### config.mk
export PLATFORM = sky130hd
export DESIGN_NAME = qu_decode
export DESIGN_NICKNAME = d
export VERILOG_FILES = /design/src/rtl/qu_common_pkg.sv /design/src/rtl/qu_imm_gen.sv /design/src/rtl/qu_decode.sv
export SDC_FILE = /design/constraint.sdc
export NUM_CORES = 1
export LEC_CHECK = 0
export CORE_MARGIN = 2
export CORE_UTILIZATION = 25
export CTS_CLUSTER_DIAMETER = 30
export DETAILED_ROUTE_END_ITERATION = 12
export MAX_ROUTING_LAYER = met4
export PLACE_DENSITY = 0.45
export SKIP_CTS_REPAIR_TIMING = 1
export SLEW_MARGIN = 40
export SYNTH_ARGS = -nofsm -noshare
export SYNTH_HDL_FRONTEND = slang
export SYNTH_SLANG_ARGS = --single-unit
### constraint.sdc
create_clock -name clk -period 19.1 [get_ports clk]
set_input_delay 3.82 -clock clk [delete_from_list [all_inputs] [get_ports clk]]
set_output_delay 3.82 -clock clk [all_outputs]
set_load 0.05 [all_outputs]
### src/rtl/qu_common_pkg.sv
// Shared types and constants for the qu decode stage: raw/decoded instruction
// types, op classes, RV32I opcode and function-field encodings.
package qu_common;

  localparam int QU_PC_WIDTH = 12;

  typedef logic [31:0] instr_t;
  typedef logic [31:0] imm32_t;

  // OP_ILLEGAL is the all-zero encoding so a cleared dec_instr_t is self-consistent.
  typedef enum logic [3:0] {
    OP_ILLEGAL = 4'd0,
    OP_R,
    OP_I,
    OP_LOAD,
    OP_S,
    OP_B,
    OP_JAL,
    OP_JALR,
    OP_LUI,
    OP_AUIPC,
    OP_SYSTEM,
    OP_FENCE
  } dec_op_t;

  localparam logic [6:0] OPC_R      = 7'b0110011;
  localparam logic [6:0] OPC_I      = 7'b0010011;
  localparam logic [6:0] OPC_LOAD   = 7'b0000011;
  localparam logic [6:0] OPC_S      = 7'b0100011;
  localparam logic [6:0] OPC_B      = 7'b1100011;
  localparam logic [6:0] OPC_JAL    = 7'b1101111;
  localparam logic [6:0] OPC_JALR   = 7'b1100111;
  localparam logic [6:0] OPC_LUI    = 7'b0110111;
  localparam logic [6:0] OPC_AUIPC  = 7'b0010111;
  localparam logic [6:0] OPC_SYSTEM = 7'b1110011;
  localparam logic [6:0] OPC_FENCE  = 7'b0001111;

  localparam logic [6:0] F7_BASE = 7'b0000000;
  localparam logic [6:0] F7_ALT  = 7'b0100000;

  localparam logic [2:0] F3_ADD     = 3'b000;
  localparam logic [2:0] F3_SLL     = 3'b001;
  localparam logic [2:0] F3_SR      = 3'b101;
  localparam logic [2:0] F3_PRIV    = 3'b000;
  localparam logic [2:0] F3_CSR_RSV = 3'b100;
  localparam logic [2:0] F3_S_MAX   = 3'b010;

  typedef struct packed {
    dec_op_t     op;
    logic [2:0]  funct3;
    logic [6:0]  funct7;
    logic [4:0]  rd;
    logic [4:0]  rs1;
    logic [4:0]  rs2;
    imm32_t      imm32;
    logic        rd_we;
    logic        rs1_used;
    logic        rs2_used;
    logic        illegal;
  } dec_instr_t;

  function automatic dec_op_t op_class(input logic [6:0] opc);
    dec_op_t op;
    unique case (opc)
      OPC_R:      op = OP_R;
      OPC_I:      op = OP_I;
      OPC_LOAD:   op = OP_LOAD;
      OPC_S:      op = OP_S;
      OPC_B:      op = OP_B;
      OPC_JAL:    op = OP_JAL;
      OPC_JALR:   op = OP_JALR;
      OPC_LUI:    op = OP_LUI;
      OPC_AUIPC:  op = OP_AUIPC;
      OPC_SYSTEM: op = OP_SYSTEM;
      OPC_FENCE:  op = OP_FENCE;
      default:    op = OP_ILLEGAL;
    endcase
    return op;
  endfunction

endpackage

### src/rtl/qu_imm_gen.sv
// Combinational immediate extraction: picks the RV32I immediate format implied
// by the op class and sign-extends it (CSR address is zero-extended).
module qu_imm_gen
  import qu_common::*;
(
  input  instr_t  i_instr,
  input  dec_op_t i_op,
  output imm32_t  o_imm
);

  // Opcode bits are consumed by the op class, not by the immediate muxing.
  logic w_unused_opc;
  assign w_unused_opc = &{1'b0, i_instr[6:0]};

  always_comb begin
    // NOTE: default assignment first so every path drives o_imm and no latch is inferred.
    o_imm = '0;
    unique case (i_op)
      OP_I, OP_LOAD, OP_JALR, OP_FENCE:
        o_imm = {{20{i_instr[31]}}, i_instr[31:20]};
      OP_S:
        o_imm = {{20{i_instr[31]}}, i_instr[31:25], i_instr[11:7]};
      OP_B:
        o_imm = {{19{i_instr[31]}}, i_instr[31], i_instr[7], i_instr[30:25],
                 i_instr[11:8], 1'b0};
      OP_LUI, OP_AUIPC:
        o_imm = {i_instr[31:12], 12'b0};
      OP_JAL:
        o_imm = {{11{i_instr[31]}}, i_instr[31], i_instr[19:12], i_instr[20],
                 i_instr[30:21], 1'b0};
      OP_SYSTEM:
        o_imm = {20'b0, i_instr[31:20]};
      default:
        o_imm = '0;
    endcase
  end

endmodule

### src/rtl/qu_decode.sv
// RV32I decode stage with a registered output slot plus one skid entry.
// Optional macro QU_DECODE_CSR_EN enables SYSTEM (ECALL/EBREAK/CSR) decoding.
module qu_decode
  import qu_common::*;
#(
  parameter int PC_WIDTH = QU_PC_WIDTH
) (
  input  logic                clk,
  input  logic                rst_n,
  input  logic                flush,
  input  logic                in_valid,
  output logic                in_ready,
  input  instr_t              in_instr,
  input  logic [PC_WIDTH-1:0] in_pc,
  output logic                out_valid,
  input  logic                out_ready,
  output dec_instr_t          out_dec,
  output logic [PC_WIDTH-1:0] out_pc
);

  dec_op_t             w_op;
  imm32_t              w_imm;
  dec_instr_t          w_dec;
  logic [2:0]          w_f3;
  logic [6:0]          w_f7;
  logic                w_illegal;
  logic                w_writes_rd;
  logic                w_reads_rs1;
  logic                w_reads_rs2;

  logic                r_out_valid;
  logic                r_skid_valid;
  logic                r_in_ready;
  dec_instr_t          r_out_dec;
  logic [PC_WIDTH-1:0] r_out_pc;
  dec_instr_t          r_skid_dec;
  logic [PC_WIDTH-1:0] r_skid_pc;

  logic                w_in_fire;
  logic                w_out_fire;
  logic                w_out_free;
  logic                w_load_out;
  logic                w_load_skid;
  logic                w_out_valid_nxt;
  logic                w_skid_valid_nxt;

  assign w_op = op_class(in_instr[6:0]);
  assign w_f3 = in_instr[14:12];
  assign w_f7 = in_instr[31:25];

  qu_imm_gen u_imm_gen (
    .i_instr (in_instr),
    .i_op    (w_op),
    .o_imm   (w_imm)
  );

  always_comb begin
    w_illegal   = (in_instr[1:0] != 2'b11);
    w_writes_rd = 1'b0;
    w_reads_rs1 = 1'b0;
    w_reads_rs2 = 1'b0;
    unique case (w_op)
      OP_R: begin
        {w_writes_rd, w_reads_rs1, w_reads_rs2} = 3'b111;
        w_illegal = w_illegal | !(w_f7 == F7_BASE || w_f7 == F7_ALT)
                  | (w_f7 == F7_ALT && !(w_f3 == F3_ADD || w_f3 == F3_SR));
      end
      OP_I: begin
        {w_writes_rd, w_reads_rs1} = 2'b11;
        if (w_f3 == F3_SLL)
          w_illegal = w_illegal | (w_f7 != F7_BASE);
        else if (w_f3 == F3_SR)
          w_illegal = w_illegal | !(w_f7 == F7_BASE || w_f7 == F7_ALT);
      end
      OP_LOAD: begin
        {w_writes_rd, w_reads_rs1} = 2'b11;
        w_illegal = w_illegal | (w_f3 inside {3'b011, 3'b110, 3'b111});
      end
      OP_S: begin
        {w_reads_rs1, w_reads_rs2} = 2'b11;
        w_illegal = w_illegal | (w_f3 > F3_S_MAX);
      end
      OP_B: begin
        {w_reads_rs1, w_reads_rs2} = 2'b11;
        w_illegal = w_illegal | (w_f3 inside {3'b010, 3'b011});
      end
      OP_JALR: begin
        {w_writes_rd, w_reads_rs1} = 2'b11;
        w_illegal = w_illegal | (w_f3 != 3'b000);
      end
      OP_JAL, OP_LUI, OP_AUIPC: w_writes_rd = 1'b1;
      OP_FENCE: w_writes_rd = 1'b0;
      OP_SYSTEM: begin
`ifdef QU_DECODE_CSR_EN
        // Only exact ECALL/EBREAK encodings are accepted under funct3=000.
        if (w_f3 == F3_PRIV)
          w_illegal = w_illegal | (in_instr[11:7] != 5'd0) | (in_instr[19:15] != 5'd0)
                    | (in_instr[31:21] != 11'd0);
        else if (w_f3 == F3_CSR_RSV)
          w_illegal = 1'b1;
        else begin
          w_writes_rd = 1'b1;
          w_reads_rs1 = ~w_f3[2];
        end
`else
        w_illegal = 1'b1;
`endif
      end
      default: w_illegal = 1'b1;
    endcase
  end

  // Illegal instructions pass through but claim no register reads or writes.
  always_comb begin
    w_dec          = '0;
    w_dec.op       = w_op;
    w_dec.funct3   = w_f3;
    w_dec.funct7   = w_f7;
    w_dec.rd       = in_instr[11:7];
    w_dec.rs1      = in_instr[19:15];
    w_dec.rs2      = in_instr[24:20];
    w_dec.imm32    = w_imm;
    w_dec.illegal  = w_illegal;
    w_dec.rd_we    = w_writes_rd & ~w_illegal & (in_instr[11:7] != 5'd0);
    w_dec.rs1_used = w_reads_rs1 & ~w_illegal;
    w_dec.rs2_used = w_reads_rs2 & ~w_illegal;
  end

  // in_ready is registered, so an accepted beat always finds the skid entry empty.
  assign w_in_fire   = in_valid & r_in_ready & ~flush;
  assign w_out_fire  = r_out_valid & out_ready;
  assign w_out_free  = ~r_out_valid | w_out_fire;
  assign w_load_out  = ~flush & w_out_free & (r_skid_valid | w_in_fire);
  assign w_load_skid = ~flush & ~w_out_free & w_in_fire;

  always_comb begin
    w_out_valid_nxt  = r_out_valid;
    w_skid_valid_nxt = r_skid_valid;
    if (flush) begin
      w_out_valid_nxt  = 1'b0;
      w_skid_valid_nxt = 1'b0;
    end else if (w_out_free) begin
      w_out_valid_nxt  = r_skid_valid | w_in_fire;
      w_skid_valid_nxt = 1'b0;
    end else if (w_in_fire) begin
      w_skid_valid_nxt = 1'b1;
    end
  end

  // NOTE: sequential state uses non-blocking assignments so every register samples pre-edge values.
  always_ff @(posedge clk or negedge rst_n) begin
    if (!rst_n) begin
      r_out_valid  <= 1'b0;
      r_skid_valid <= 1'b0;
      r_in_ready   <= 1'b0;
      r_out_dec    <= '0;
      r_out_pc     <= '0;
    end else begin
      r_out_valid  <= w_out_valid_nxt;
      r_skid_valid <= w_skid_valid_nxt;
      r_in_ready   <= ~w_skid_valid_nxt;
      if (w_load_out) begin
        r_out_dec <= r_skid_valid ? r_skid_dec : w_dec;
        r_out_pc  <= r_skid_valid ? r_skid_pc  : in_pc;
      end
    end
  end

  // NOTE: skid payload has no reset; r_skid_valid alone qualifies it.
  always_ff @(posedge clk) begin
    if (w_load_skid) begin
      r_skid_dec <= w_dec;
      r_skid_pc  <= in_pc;
    end
  end

  assign in_ready  = r_in_ready;
  assign out_valid = r_out_valid;
  assign out_dec   = r_out_dec;
  assign out_pc    = r_out_pc;

endmodule
-- Yosys cells after proc, flatten, opt, wreduce, memory -nomap -nowiden
Cells that the tools add are included.
- order comparisons: 1
- eq/ne operators: 30
- mux-type cells: 15
- bitwise gates (word level): 25
- reductions and logical operators: 19
- operators with widths (kind ; number):
    32-bit one-hot mux with 6 select lines ; 1
    65-bit 2-to-1 mux ; 1
    4-bit one-hot mux with 11 select lines ; 1
    7-bit by 6-bit equality test with 1-bit output, second input constant ; 4
    7-bit equality test, second input constant ; 4
    4-bit by 3-bit equality test with 1-bit output, second input constant ; 4
    4-bit equality test, second input constant ; 4
    7-bit by 5-bit equality test with 1-bit output, second input constant ; 2
    12-bit 2-to-1 mux ; 1
    1-bit AND ; 11
    1-bit 2-to-1 mux ; 10
    3-bit equality test, second input constant ; 3
    1-bit OR ; 9
    4-bit by 2-bit equality test with 1-bit output, second input constant ; 2
    4-bit OR reduction ; 2
    7-bit by 2-bit equality test with 1-bit output, second input constant ; 1
    7-bit by 4-bit equality test with 1-bit output, second input constant ; 1
    7-bit zero test ; 1
    1-bit one-hot mux with 7 select lines ; 1
    7-bit nonzero test ; 1
    7-bit OR reduction ; 1
    3-bit by 2-bit equality test with 1-bit output, second input constant ; 2
    3-bit nonzero test ; 2
    6-bit OR reduction ; 1
    other kinds (13) ; 20
- flip-flop bits (word level): 157
- bits of input ports: 49
- logic and storage cells: 117

-- Depth between registers and ports, before layout
- depth after elaboration: 11
- gate-level depth with buffers: 8

-- Hierarchy
From an unflattened synthesis, not the netlist that was laid out.
- cell total of the unflattened synthesis: 577
- area, all modules: 6907.9 um^2
- modules (own cells, without submodules) (module ; instances ; cells each ; area an instance (um^2)):
    qu_decode ; 1 ; 508 ; 6409.9
    qu_imm_gen ; 1 ; 69 ; 498.0

-- Worst setup path before layout
Ideal clock, no wire load.
- path kind: in2reg
- start point: input out_ready
- end point: register r_skid_dec[0] (netlist bit), enable pin
- setup time: 0.608 ns
- arrival time: 9.214 ns
- data required time: 18.492 ns
- setup slack: 9.278 ns
- cell stages on the path: 2
- cells stage by stage: nand2b_1 > nor3_1
- word-level cells in the longest chain between the ends: 5
- ends and longest elaborated chain (item ; RTL line ; text):
    from (decl) ; qu_decode.sv:16 ; input logic out_ready,
    1-bit AND ; qu_decode.sv:131 ; assign w_out_fire = r_out_valid & out_ready;
    1-bit OR ; qu_decode.sv:132 ; assign w_out_free = ~r_out_valid | w_out_fire;
    1-bit inverter ; qu_decode.sv:134 ; assign w_load_skid = ~flush & ~w_out_free & w_in_fire;
    1-bit AND (2 in series) ; qu_decode.sv:134 ;
    named net w_load_skid ; qu_decode.sv:43 ; logic w_load_skid;
    to (signal assigned) ; qu_decode.sv:172 ; r_skid_dec <= w_dec;
    to (decl) ; qu_decode.sv:36 ; dec_instr_t r_skid_dec;
The timed path passes the listed nets, and every way through them passes these cells.
A chain may end at the register's enable or synchronous reset.

==> impl_metrics.csv <==
group,metric,value,unit
setup_path,worstSetupEndpointType,"flop",
floorplanning,dieArea,29100,um^2
sta,whs,480,ps
route,routed_wl,20.3,mm
setup_path,r2r_end,"out_dec[0]$_DFFE_PN0P_",
sta,relSlewSlack,46.6,%
synth,netlist_instances,618,
cells_and_area,utilization,33.3,%
sta,rsz0062_at_grt,"false",
sta,report.final.setup_viol,0,
setup_path,reg2reg_from,"r_skid_valid$_DFF_PN0_",
grt,grt_max_degree,78,
grt,use_met1,19.8,%
grt,met3_usage,2.36,%
synth,syn_avg_cell_area,11.2,um^2
synth,async_flop_share,51.0,%
sta,max_freq,0.167,GHz
synth,synthAdderAreaFrac,0,%
sta,drv_slew,0,
placement,hpwl,13.2,mm
clocking,cts_inserted_buffers,17,
grt,grt_pass1_vias,5066,
sta,fin_setup_tns,0,ps
floorplanning,start_util,25.2,%
synth,ys_ff_latch,157,
placement,gp_congestion,0.862,
route,route.antenna.remaining_nets,0,
clocking,cts_tree,"built",
setup_path,startpoint_type,"input pin",
setup_path,reg2regPathDepth,5,
grt,track_usage,14.5,%
grt,antenna_found_initial,0,
synth,synth.distinct_cells,54,
synth,yosys.area_share.simple,14.3,%
power,totalPowerFinal,957,uW
route,routed-via-count,5245,
route,first_pass_iters,7,
min_path,hp-start,"out_dec[56]$_DFFE_PN0P_",
placement,io_buffers,127,
setup_path,cp_data_arrival_time,6270,ps
clocking,clk_path_buf_depth,2,
grt,gr-usage-met2,22.1,%
min_path,min_delay_worst_endpoint,"out_dec[56]$_DFFE_PN0P_",
route,wl_per_cell,18.2,um
outcome,status,"completed",
route,viasPerCell,4.70,
clocking,clkTransAtPathRegs,70,ps
grt,grt-ovfl-total,0,
clocking,htree_num_levels,4,
cells_and_area,final-instance-count-excl-fill,1116,
setup_path,r2r_slack,16280,ps
min_path,holdPathStages,2,
setup_path,required,19390,ps
job,cap_violations,0,
setup_path,worstPathMaxFanout,13,
grt,grt_busiest_layer,"met2",
power,p_leak,0.00333,uW
synth,synth_ff_type,"dfrtp_1",
clocking,clkSinkCount,157,
floorplanning,die_h,171,um
placement,dp_cells,1083,
synth,synth_compound_area_share,15.4,%
synth,yosysWarnings,0,
power,power.density,104,nW/um^2
synth,syn_nets,667,
cells_and_area,synthToLayoutAreaGrowth,32.2,%
synth,syn_area,6950,um^2
floorplanning,num_rows,61,
sta,clock_skew,11.1,ps
min_path,hold_class,"reg -> reg",
route,drc,0,
grt,grt_pass1_wl,30.9,mm
power,peakVddDrop,0.0467,mV
cells_and_area,drive_above_1_share,7.18,%
synth,ys_seq_area_share,62.1,%
setup_path,setup.worst_path.class,"in -> reg",
sta,period_share,31.3,%
synth,synth_top_family_by_area,"compound AO/OA/AOI/OAI gates",
sta,fin_crit,5980,ps
floorplanning,core_area,27600,um^2
synth,synth_edf_count,77,
synth,synthMuxAreaShare,4.76,%
sta,worst_slew_pin_slew,801,ps
floorplanning,ios,128,
synth,synth-xor-area-share,0.378,%
route,initialDrtViolationCount,557,
floorplanning,die_w,171,um
sta,final_hold_viol_count,0,
clocking,clk-insertion-delay-late,430,ps
clocking,cts-root-buf,"clkbuf_16",
cells_and_area,antenna_cells,0,
cells_and_area,nets,774,
## metal layers
layer  vias to the layer above  part of all wire [%]  routed length [um]
met5                         -                     0                   0
met4                         0                   1.3                 255
met3                        14                   4.4                 896
met2                       165                    47                9650
met1                      2576                    47                9510
li1                       2490                     -                   -
## critical path, stage by stage
cell,delay (ps)
clkdlybuf4s50_1,730
nor4_1,600
a311oi_1,180
nor4_1,530
o211ai_2,240
nor2b_1,160
## through the flow
step                instance area, um^2  setup slack (ps)
floorplan                          6950              9280
global placement                   8570             12440
detailed placement                 8580             12690
CTS                                9160             13150
global route                       9180             13000
finish                             9180             13120
## cell type report
cell class | instances | area [um^2]
inverter | 5 | 18.8
sequential | 157 | 4320
tap | 378 | 473
multi-input combinational | 408 | 2440
clock buffer | 17 | 425
clock inverter | 15 | 163
timing repair buffer | 136 | 1340
fill | 2778 | 18400
## flip-flops by register name (all words and copies together), names as in the netlist
register,count
in_ready,1
out_valid,1
out_pc,12
r_skid_pc,12
out_dec,65
r_skid_valid,1
r_skid_dec,65
## where the power goes
part / switching (uW) / internal, uW / total [uW]
Combinational: 147 / 69.3 / 216
Sequential: 16.9 / 382 / 399
Clock: 155 / 186 / 341
Total: 319 / 638 / 957
## how the worst max path moves through the flow
stage,start,to,slack (ps)
after floorplan,out_ready,r_skid_dec[0]$_DFFE_PP_,9280
final,in_instr[31],r_skid_dec[3]$_DFFE_PP_,13120
after global routing,in_instr[31],r_skid_dec[3]$_DFFE_PP_,13000
after detailed placement,in_instr[4],r_skid_dec[10]$_DFFE_PP_,12690
after global placement,in_valid,out_dec[0]$_DFFE_PN0P_,12440
after CTS,in_instr[4],r_skid_dec[10]$_DFFE_PP_,13150
## synthesized netlist by cell type, types with 2 or more instances
master | number | area share [%]
xnor2_1 | 2 | 0.25
o21a_1 | 3 | 0.32
clkbuf_1 | 32 | 1.7
or3_1 | 4 | 0.36
a22o_1 | 5 | 0.63
o22ai_1 | 3 | 0.27
or4_1 | 3 | 0.32
dfrtp_1 | 80 | 29
mux2i_1 | 33 | 4.8
a221o_1 | 2 | 0.29
and2_1 | 2 | 0.18
nor4_1 | 3 | 0.27
a21oi_1 | 41 | 3.0
o21bai_1 | 2 | 0.22
nor3_1 | 5 | 0.36
nand3b_1 | 19 | 2.1
nor2b_1 | 18 | 1.6
o31ai_1 | 9 | 0.97
buf_1 | 5 | 0.27
nand2b_1 | 7 | 0.63
inv_1 | 5 | 0.27
a211oi_1 | 2 | 0.22
edfxtp_1 | 77 | 33
o21ai_0 | 71 | 5.1
a31oi_1 | 11 | 0.99
o211ai_2 | 2 | 0.36
a21o_1 | 2 | 0.22
and3_1 | 14 | 1.3
nor2_1 | 37 | 2.0
a32oi_1 | 8 | 1.0
buf_2 | 11 | 0.79
nand2_1 | 73 | 3.9
and3b_1 | 2 | 0.25
a221oi_1 | 4 | 0.50
nand3_1 | 2 | 0.14
## cell families after synthesis
kind of cell | count (synthesis)
and+or+nand+nor | 196
DFF | 157
muxes | 33
xor gates and xnor gates | 3
buffers and inverters | 53
AOI/OAI and AO/OA | 176
## cells in the final DEF, fill, tap and decap left out, types with 3 or more instances in the layout
| cell type | instances |
|---|---|
| and3_1 | 14 |
| a22o_1 | 5 |
| nand2_1 | 72 |
| a32oi_1 | 8 |
| clkdlybuf4s50_1 | 124 |
| mux2i_1 | 33 |
| a21oi_1 | 41 |
| or3_1 | 3 |
| o31ai_1 | 9 |
| a31oi_1 | 11 |
| a221oi_1 | 4 |
| nor3_1 | 4 |
| nand3b_1 | 19 |
| inv_1 | 5 |
| nand2b_1 | 7 |
| o21ai_0 | 70 |
| dfrtp_1 | 79 |
| nor2_1 | 36 |
| edfxtp_1 | 77 |
| buf_4 | 8 |
| nor2b_1 | 18 |
| nor4_1 | 3 |
| inv_6 | 9 |
| or4_1 | 3 |
| clkbuf_16 | 17 |
| o22ai_1 | 3 |
| o21a_1 | 3 |
Note: power is estimated with default switching activity, not from simulation.
